===== src/rtl/contador_regressivo_pkg.sv =====
// contador_regressivo_pkg: state encodings and sizing helper shared by the timer and its controller
package contador_regressivo_pkg;
  typedef enum logic [1:0] {
    ST_OCIOSO   = 2'd0,
    ST_CONTANDO = 2'd1,
    ST_FIM      = 2'd2
  } estado_t;
  function automatic int pre_width(input int div);
    return div > 1 ? $clog2(div) : 1;
  endfunction
endpackage


===== src/rtl/contador_regressivo_if.sv =====
// contador_regressivo_if: load/pause controls and count/status outputs of the down-counter
interface contador_regressivo_if #(parameter int WIDTH = 4);
  logic             start;
  logic             pause;
  logic [WIDTH-1:0] valor;
  logic [WIDTH-1:0] q;
  logic             ocupado;
  logic             fim;
  modport master (output start, pause, valor, input q, ocupado, fim);
  modport slave  (input start, pause, valor, output q, ocupado, fim);
endinterface


===== src/rtl/contador_regressivo_divisor_tick.sv =====
// divisor_tick: prescaler producing one tick every DIV un-held clocks
module divisor_tick
  import contador_regressivo_pkg::*;
#(
  parameter int DIV = 3
) (
  input  logic clk,
  input  logic reset,
  input  logic clr,
  input  logic hold,
  output logic tick
);
  localparam int PW = pre_width(DIV);
  logic [PW-1:0] pre;
  assign tick = !hold && pre == PW'(DIV - 1);
  always_ff @(posedge clk or negedge reset)
    if (!reset) pre <= '0;
    else if (clr) pre <= '0;
    else if (!hold) pre <= tick ? '0 : pre + PW'(1);
endmodule


===== src/rtl/contador_regressivo.sv =====
// contador_regressivo: loadable down-counter timer with one-cycle fim pulse at terminal count
module contador_regressivo
  import contador_regressivo_pkg::*;
#(
  parameter int WIDTH = 4,
  parameter int DIV   = 3
) (
  input logic                  clk,
  input logic                  reset,
  contador_regressivo_if.slave bus
);
  estado_t          state, next;
  logic [WIDTH-1:0] q;
  logic             load, tick, counting;
  assign counting = state == ST_CONTANDO;
  // the unused encoding never loads; it just falls back to OCIOSO
  assign load = bus.start && state inside {ST_OCIOSO, ST_CONTANDO, ST_FIM};
  divisor_tick #(.DIV(DIV)) u_div (
    .clk  (clk),
    .reset(reset),
    .clr  (load),
    .hold (bus.pause || !counting),
    .tick (tick)
  );
  always_ff @(posedge clk or negedge reset)
    if (!reset) state <= ST_OCIOSO;
    else state <= next;
  always_comb begin
    next = ST_OCIOSO;
    if (load) next = bus.valor == '0 ? ST_FIM : ST_CONTANDO;
    else if (counting) next = tick && q == WIDTH'(1) ? ST_FIM : ST_CONTANDO;
  end
  always_ff @(posedge clk or negedge reset)
    if (!reset) q <= '0;
    else if (load) q <= bus.valor;
    else if (counting && tick) q <= q - WIDTH'(1);
  always_comb begin
    bus.q       = q;
    bus.ocupado = counting;
    bus.fim     = state == ST_FIM;
  end
endmodule


===== src/flat_wrapper.sv =====
// flat-port wrapper written by rule: the top's interface ports become plain ports
module contador_regressivo_flat import contador_regressivo_pkg::*;
#(
  parameter int WIDTH = 4,
  parameter int DIV   = 3
)
  (clk, reset, bus_start, bus_pause, bus_valor, bus_q, bus_ocupado, bus_fim);
  contador_regressivo_if #(.WIDTH(WIDTH)) bus_i ();
  input logic clk;
  input logic reset;
  input wire logic [$bits(bus_i.start)-1:0] bus_start;
  input wire logic [$bits(bus_i.pause)-1:0] bus_pause;
  input wire logic [$bits(bus_i.valor)-1:0] bus_valor;
  output wire logic [$bits(bus_i.q)-1:0] bus_q;
  output wire logic [$bits(bus_i.ocupado)-1:0] bus_ocupado;
  output wire logic [$bits(bus_i.fim)-1:0] bus_fim;
  assign bus_i.start = bus_start;
  assign bus_i.pause = bus_pause;
  assign bus_i.valor = bus_valor;
  assign bus_q = bus_i.q;
  assign bus_ocupado = bus_i.ocupado;
  assign bus_fim = bus_i.fim;
  contador_regressivo #(.WIDTH(WIDTH), .DIV(DIV)) u_core (.clk(clk), .reset(reset), .bus(bus_i));
endmodule

===== config.mk =====
export PLATFORM = sky130hd
export DESIGN_NAME = contador_regressivo_flat
export DESIGN_NICKNAME = d
export VERILOG_FILES = /design/src/rtl/contador_regressivo_pkg.sv /design/src/rtl/contador_regressivo_if.sv /design/src/rtl/contador_regressivo_divisor_tick.sv /design/src/rtl/contador_regressivo.sv /design/src/flat_wrapper.sv
export SDC_FILE = /design/constraint.sdc
export NUM_CORES = 1
export LEC_CHECK = 0
export CAP_MARGIN = 10
export CORE_AREA = 3 3 40 42
export CTS_BUF_LIST = sky130_fd_sc_hd__clkbuf_2
export DETAILED_ROUTE_END_ITERATION = 7
export DIE_AREA = 0 0 43 45
export GPL_ROUTABILITY_DRIVEN = 0
export PLACE_DENSITY = 0.69
export SETUP_SLACK_MARGIN = 0.3
export SLEW_MARGIN = 20
export SYNTH_ARGS = -nofsm -noshare
export SYNTH_HDL_FRONTEND = slang
export SYNTH_HIERARCHICAL = 1
export SYNTH_SLANG_ARGS = --single-unit

===== constraint.sdc =====
create_clock -name clk -period 3.9 [get_ports clk]
set_clock_uncertainty 0.15 [all_clocks]
set_input_delay 0.78 -clock clk [delete_from_list [all_inputs] [get_ports clk]]
set_output_delay 0.78 -clock clk [all_outputs]
set_load 0.01 [all_outputs]

* Word level (Yosys, flattened, before mapping)
Index checks and enable logic that the tools add are counted.
Cells by class: $add $sub $neg 2, equal/unequal tests 5, mux-type cells 9, reduce and logical (&&, ||, !) cells 11
Operators with widths (count):
- 2-to-1 mux 2 bit | 7
- 2-to-1 mux 4 bit | 2
- == test 2 bit (second input constant) | 2
- == test 4 x 1 -> 1 bit (second input constant) | 1
- logical AND 1 bit | 4
- zero test 4 bit | 1
- subtractor 4 x 1 -> 4 bit (second input constant) | 1
- nonzero test 3 bit | 1
- adder 2 x 1 -> 2 bit (second input constant) | 1
- == test 2 x 1 -> 1 bit (second input constant) | 1
- zero test 1 bit | 2
- zero test 2 bit | 1
- != test 2 x 1 -> 1 bit (second input constant) | 1
- nonzero test 2 bit | 1
- logical OR 1 bit | 1
Word-level totals: flip-flop bits (word level) 8, output and inout port bits 6, logic and storage cells 30

* Longest topological paths before layout
word-level depth 9, depth in mapped cells 8, gate-level depth less buffers 6

* Modules after synthesis
Netlist, hierarchy kept.
By module, submodules not included:
- contador_regressivo | times used 1, cells an instance 50, area an instance 455.4 um2
- divisor_tick | times used 1, cells an instance 9, area an instance 90.1 um2

* Least setup slack after synthesis
Ideal clock, no wire load.
kind input port to flip-flop, from input port bus_pause, to register u_core.q[3] (netlist: u_core/bus.q[3]), data arrival time 1902 ps, required time 3613 ps, path slack 1711 ps, stages on the path 6, buffers on the path 1, cell sequence or3_1 nor3b_1 clkbuf_1 a21oi_1 o21ai_1 o311ai_2
Between the ends: cells in the longest elaborated chain, start to end 5
RTL lines:
- from (decl) | RTL line flat_wrapper.sv:12 | input wire logic [$bits(bus_i.pause)-1:0] bus_pause;
- logical OR 1 bit | RTL line contador_regressivo.sv:22 | .hold (bus.pause || !counting),
- zero test 1 bit | RTL line contador_regressivo_divisor_tick.sv:15 | assign tick = !hold && pre == PW'(DIV - 1);
- logical AND 1 bit | RTL line contador_regressivo_divisor_tick.sv:15
- named net u_core.tick | RTL line contador_regressivo.sv:14 | logic load, tick, counting;
- logical AND 1 bit | RTL line contador_regressivo.sv:36 | else if (counting && tick) q <= q - WIDTH'(1);
- nonzero test 2 bit (no source line)
- to (signal assigned) | RTL line contador_regressivo.sv:35 | else if (load) q <= bus.valor;
- to (signal assigned) | RTL line contador_regressivo.sv:36
- to (decl) | RTL line contador_regressivo.sv:13 | logic [WIDTH-1:0] q;
The timed path passes the listed nets, and every way through them passes these cells. A chain may end at the register's enable or synchronous reset.

* Worst setup path in the final report
Same ends and word-level chain as after synthesis.

==> results.txt <==
- The run finished with clean final reports.
- Total power density per cell area: 291 nW/um^2
- Cell area after synthesis: around 550 um^2
- Maximum vdd ir drop: 0.157 mV
- No sink is reached through more buffers than the 2 on the longest clock path.
* DIE WIDTH: 43 um
- Dominant cell type by area after synthesis: dfrtp_1
* Cell count of the worst hold path: 2
* Worst hold path class: reg -> reg
- For the worst-skew pair, the clock arrives at the later sink with an insertion delay of 0.23 ns.
* Setup CP Type: in -> reg
- Of all flip-flops after synthesis, the portion carrying an async set or reset was 100%.
- Critical path arrival: ~2.8 ns
* Clock Pin Slew Worst Setup and Hold Paths: 0.08 ns
* Setup repair after global routing missed its margin: no
* Relative area change from synthesis to final layout: 25.5%
* Post-layout nets: 83
- Maximum clock frequency: approximately 350 MHz
- By area the synthesized netlist is led by dfrtp_1 37%, a21oi_1 4.6%, ha_1 4.6%.
- Worst rel slew slack: 37.7%
* Tot Pwr: 0.000199 W
* Violation count after the first detailed-routing iteration: 6
- After synthesis, the mean cell area works out to approximately 9 um^2.
- The repair_antennas step left the layout with diodes totalling 0.
- The number of pins with negative max-slew slack in the final report is 0.
- Share of the yosys chip area belonging to registers: between 30% and 40%
- EDFF count, synth: 0
- Most Crowded Layer GR: met2
- Clock sink count: 8
- The path with the worst hold slack has its endpoint at u_core/u_div/pre[1].
- Remaining number of nets flagged by the antenna check after routing: 0
- In this run the static leakage power is 0.272 nW.
- Count of maximum capacitance violations: 0
- Worst r2r path cells: 6
* Most used DFF post-synth: dfrtp_1
- Clock tree from TritonCTS: done
* Chip height: around 45 um
- Number of detailed-routing iterations run before antenna repair: 4
- Via count of the routed design: 485
* Largest net degree at the start of global routing: 12
* WL per Instance: 13.8 um
- Hold wc startpoint: u_core/u_div/pre[1]
* Detailed Route WL: 1190 um
- After routing, the total negative slack on setup checks comes to 0 ns.
- CP Data Required Time: 3.85 ns
* Number of primary I/O pins: 14
- Via count normalized by instance count: 5.64
* Gr usage total: 13.7%
- Counting I/O delays and the setup requirement, the final critical path takes 2.88 ns.
- After clock tree synthesis, the repair step resized 0 gates.
- The Yosys step of the flow raised 6 warnings.
- Post-CTS setup buffer count: 0
- After technology mapping, the gate count stands at 59.
- Number of port buffers: 13
- Slew at the pin with the worst max-slew slack: 0.932 ns
- For this run, global-route usage on met1 was measured as between 15 and 20%.
* Die Outline Area: 1940 um^2
- The first global-routing pass estimated a little under 2000 um of wire.
* Launching point of the worst reg2reg path: u_core/state[0]
* Root Buffer: clkbuf_2
- Global routing usage on met3: approximately 5.6%
- The number of endpoints with negative hold slack in the final report came to 0.
- Layout cell share with drive strength beyond 1: 12.7%
- The number of global-route vias before repair is 452.
- Number of library cell types mapped by synthesis: 34
* Utilization after layout: 53.3%
* Antenna violations before repair: 0
* Fin crit share: between 70% and 80%
- Core Rows: 13
* Dominant cell by count in the synthesized netlist: dfrtp_1
* Synth top area share: a little under two fifths
- Maximum net fanout on the critical path: 8
* Crit end category: register
- M2 GR Usage: 20.1%
* Std-Cell Core Area: 1280 um^2
* Aggregate global routing overflow: 0
- Dpl hpwl: 903 um
- Counting every net in the synthesized netlist gives 69.
- For this configuration, the core starts out at a cell density of 42.5%.
- CTS built an H-tree with a depth of 1.
- Setup violations remaining at the end of the flow were counted as 0.
- The commonest cells after synthesis are 8 x dfrtp_1, 5 x a21oi_1, 5 x nand2_1.
- The number of clock buffers added by TritonCTS is 3.
- CP startpoint kind: input port
- Drc violations: 0
* Synth Register Bits: 8
- For this design, the CTS-stage hold fixing added 0 buffers.
* Flop-to-flop setup slack: 1.28 ns
- End of the worst register-to-register path: u_core/bus.q[3]
==> critical path, stage by stage <==
cell and delay (ns):
clkdlybuf4s50_1 0.40, or3_1 0.37, nor3b_1 0.78, a21oi_1 0.20, o21ai_1 0.19, o311ai_2 0.12
==> worst max-delay path by stage <==
stage,startpoint,to,slack (ns)
finish,bus_pause,u_core/bus.q[3],1.02
global route,bus_pause,u_core/bus.q[3],0.93
CTS,bus_pause,u_core/bus.q[3],1.10
detailed placement,bus_pause,u_core/bus.q[3],0.84
global placement,bus_pause,u_core/bus.q[3],0.92
floorplan,bus_pause,u_core/bus.q[3],1.71
==> cell families after synthesis <==
family	count (synthesis)	synth area share, %
multiplexers	1	1.83
AND/OR/NAND/NOR	20	21.8
flip-flops	8	36.7
buffers and inverters	10	9.17
XOR/XNOR	1	1.61
adder cells (fa/ha/maj)	2	4.59
AO/OA/AOI/OAI	17	24.3
==> flip-flops by register name (all words and copies together), names as in the netlist <==
name,flops
u_core/state,2
u_core/bus.q,4
u_core/u_div/pre,2
==> power breakdown <==
group	total, W	leakage (nW)	switching (W)	internal, W
clock network	0.0000472	0.0125	0.0000262	0.0000210
registers	0.000101	0.0986	0.0000118	0.0000895
logic	0.0000506	0.161	0.0000222	0.0000284
total	0.000199	0.272	0.0000602	0.000139
==> placed cells by master, fill, tap and decap left out <==
cell | synthesis | layout
o22ai_1 | 1 | 1
nor3_1 | 2 | 2
a221oi_1 | 1 | 1
a211oi_1 | 1 | 1
or3_1 | 2 | 2
o311ai_2 | 1 | 1
a21oi_1 | 5 | 5
a22oi_1 | 1 | 1
inv_4 | 1 | 1
clkbuf_2 | 1 | 3
nor4_1 | 1 | 1
nor2b_1 | 1 | 1
inv_2 | 1 | 1
o21ai_1 | 3 | 3
o41ai_2 | 1 | 1
a21bo_2 | 1 | 1
or3b_1 | 1 | 1
ha_1 | 2 | 2
nor2_1 | 2 | 2
or3_4 | 1 | 1
a311o_1 | 1 | 1
nand3b_1 | 1 | 1
dfrtp_1 | 8 | 8
nand2_1 | 5 | 5
clkdlybuf4s50_1 | 0 | 13
xnor2_1 | 1 | 1
a32o_1 | 1 | 1
mux2i_1 | 1 | 1
inv_1 | 4 | 4
and2_1 | 1 | 1
nor4b_1 | 1 | 1
nor3b_1 | 2 | 2
==> metal layers <==
layer  wire length [um]  part of all wire, %
met5                  0                    0
met3                 58                  4.9
met1                588                   49
met4                  0                    0
met2                541                   46
==> per-stage QoR <==
step / worst slack [ns] / hold WS, ns / instances / instance area [um^2]
4_1_cts: 1.10 / 0.411 / 86 / 684
3_5_place_dp: 0.844 / 0.400 / 83 / 669
6_report: 1.02 / 0.408 / 86 / 684
2_1_floorplan: 1.71 / 0.334 / 59 / 546
5_1_grt: 0.930 / 0.440 / 86 / 684
3_3_place_gp: 0.917 / 0.396 / 83 / 669
==> layout make-up <==
cell class / count / area, um^2
Clock buffer: 3 / 15.0
Fill cell: 129 / 601
Inverter: 6 / 25.0
Multi-Input combinational cell: 41 / 295
Sequential cell: 8 / 200
Tap cell: 15 / 18.8
Timing Repair Buffer: 13 / 130
Note: power is estimated with default switching activity, not from simulation.
==> RTL change (same settings) <==
`DIV` is set to 3 in 3 places; all go to 6.
--- a/src/rtl/contador_regressivo_divisor_tick.sv
+++ b/src/rtl/contador_regressivo_divisor_tick.sv
@@ -2,7 +2,7 @@
 module divisor_tick
   import contador_regressivo_pkg::*;
 #(
-  parameter int DIV = 3
+  parameter int DIV = 6
 ) (
   input  logic clk,
   input  logic reset,
--- a/src/rtl/contador_regressivo.sv
+++ b/src/rtl/contador_regressivo.sv
@@ -3,7 +3,7 @@
   import contador_regressivo_pkg::*;
 #(
   parameter int WIDTH = 4,
-  parameter int DIV   = 3
+  parameter int DIV   = 6
 ) (
   input logic                  clk,
   input logic                  reset,
--- a/src/flat_wrapper.sv
+++ b/src/flat_wrapper.sv
@@ -2,7 +2,7 @@
 module contador_regressivo_flat import contador_regressivo_pkg::*;
 #(
   parameter int WIDTH = 4,
-  parameter int DIV   = 3
+  parameter int DIV   = 6
 )
   (clk, reset, bus_start, bus_pause, bus_valor, bus_q, bus_ocupado, bus_fim);
   contador_regressivo_if #(.WIDTH(WIDTH)) bus_i ();
Formal check against the unedited RTL: not equivalent (a bounded check fails within 10 cycles, from zero or initial values and one cycle with reset low).
==> RTL change against the original RTL <==
Critical endpoint unchanged; sequential cell count is 1 higher; clock power is 32% higher; power is 16% higher; routed wire length is 18% higher; area after synthesis is 17% higher; critical path type unchanged; combinational power is 8.3% higher; highest routed layer unchanged; final area is 15% higher; setup slack better by 350 ps; sequential share of layout area is 0.54 points lower.
==> RTL change: results (changes against the original RTL) <==
Finish
  • #MultiIn Comb: 47 (+15%)
  • Regs by FF count: u_core/bus.q (4), u_core/u_div/pre (3), u_core/state (2)
  • Share of cell area taken by multi-input logic gates: 45.6% (+2.5 points)
  • Inverters, non-clock: 8 (+2)
  • Sequential cell area share: 28.7% (-0.54 points)
  • Clkbuf count: 4 (+1)
  • Final #Nets: 94 (+13%)
  • Fill cells: 120 (-7.0%)
  • Share of cells above drive strength 1: 16.0% (+3.4 points)
  • FFs & Latches: 9 (+1)
  • Signal buf overhead: 16.6% (-2.4 points)

Power
  • Leakage: 0.327 nW (+20%)
  • Power Total: 0.000230 W (+16%)
  • Clock power frac: 27.1% (+3.4 points)
  • Maximum VDD drop: 0.000206 V (+31%)
  • Flop pwr share: 49.0% (-1.9 points)

Logic synthesis
  • Post-Synth XOR/XNOR Area: 1.37% (-0.24 points)
  • Post-synthesis mux area share: 1.56% (-0.27 points)
  • Synth cell types: 38 (+12%)
  • Top cells by area, synth: dfrtp_1 (35%), ha_1 (7.8%), inv_1 (3.5%)
  • Top post-synthesis cells by count: dfrtp_1 (9), inv_1 (6), nand2_1 (6), a21oi_1 (4), ha_1 (4)
  • Sequential area share after synthesis: 35.2% (-1.5 points)
  • Synthesized Nets: 80 (+16%)
  • Synth Area in Compound Gates: 26.6% (+2.3 points)
  • Syn_area_per_cell: 9.42 um^2 (+1.9%)

Placed design
  • Pre-CTS WS: 1130 ps (+282 ps)
  • Placed cell count: 92 (+11%)
  • Post-DP Area: 764 um^2 (+14%)
  • Dpl hpwl: 1.04 mm (+15%)

Global routing
  • Grt met3 use: 3.19% (-2.4 points)
  • First-pass GRT wire length: 2.31 mm (+18%)
  • Gr usage total: 15.8% (+2.0 points)
  • Number of global-route vias before repair: 555 (+23%)
  • Met2 GRT Util: 27.5% (+7.5 points)
  • Largest net degree at the start of global routing: 12 (unchanged)
  • Met1 Resource Use GR: 19.7% (+2.5 points)

Route
  • DR WL/cell: 14.6 um (+5.5%)
  • Initial DRC Count: 21 (+15)
  • Drt via density: 5.93 (+5.1%)

Min path
  • Min-Delay Path Class: flop to flop

Run status
  • Status: finished clean

Timing
  • Normalized max-slew margin: 68.1% (+30 points)

Setup path
  • Worst r2r src: u_core/state[0]$_DFF_PN0_
  • Crit path DAT: 2500 ps (-330 ps)

CTS
  • Reg clk slew, reported paths: 100 ps (+20 ps)
==> RTL change: metal layers <==
layer | up-vias | routed length (um)
met5 | - | 0
met1 | 270 | 656
met3 | 0 | 73
li1 | 275 | -
met2 | 24 | 669
met4 | 0 | 0
==> RTL change: worst paths after layout <==
path	endpoint	slack, ps
setup / recovery	u_core/bus.q[3]$_DFFE_PN0P_	1370
hold / removal	u_core/u_div/pre[1]$_DFFE_PN0P_	410
setup reg to reg	u_core/bus.q[3]$_DFFE_PN0P_	1570
hold reg to reg	u_core/u_div/pre[1]$_DFFE_PN0P_	410
max in group asynchronous	u_core/u_div/pre[0]$_DFFE_PN0P_	2630
min in group asynchronous	u_core/bus.q[2]$_DFFE_PN0P_	680
==> RTL change: worst max-delay path: stages <==
cell             delay [ps]
clkdlybuf4s50_1         380
or3_1                   420
nor2_1                  430
a21oi_1                 180
o21ai_1                 180
o311ai_2                130
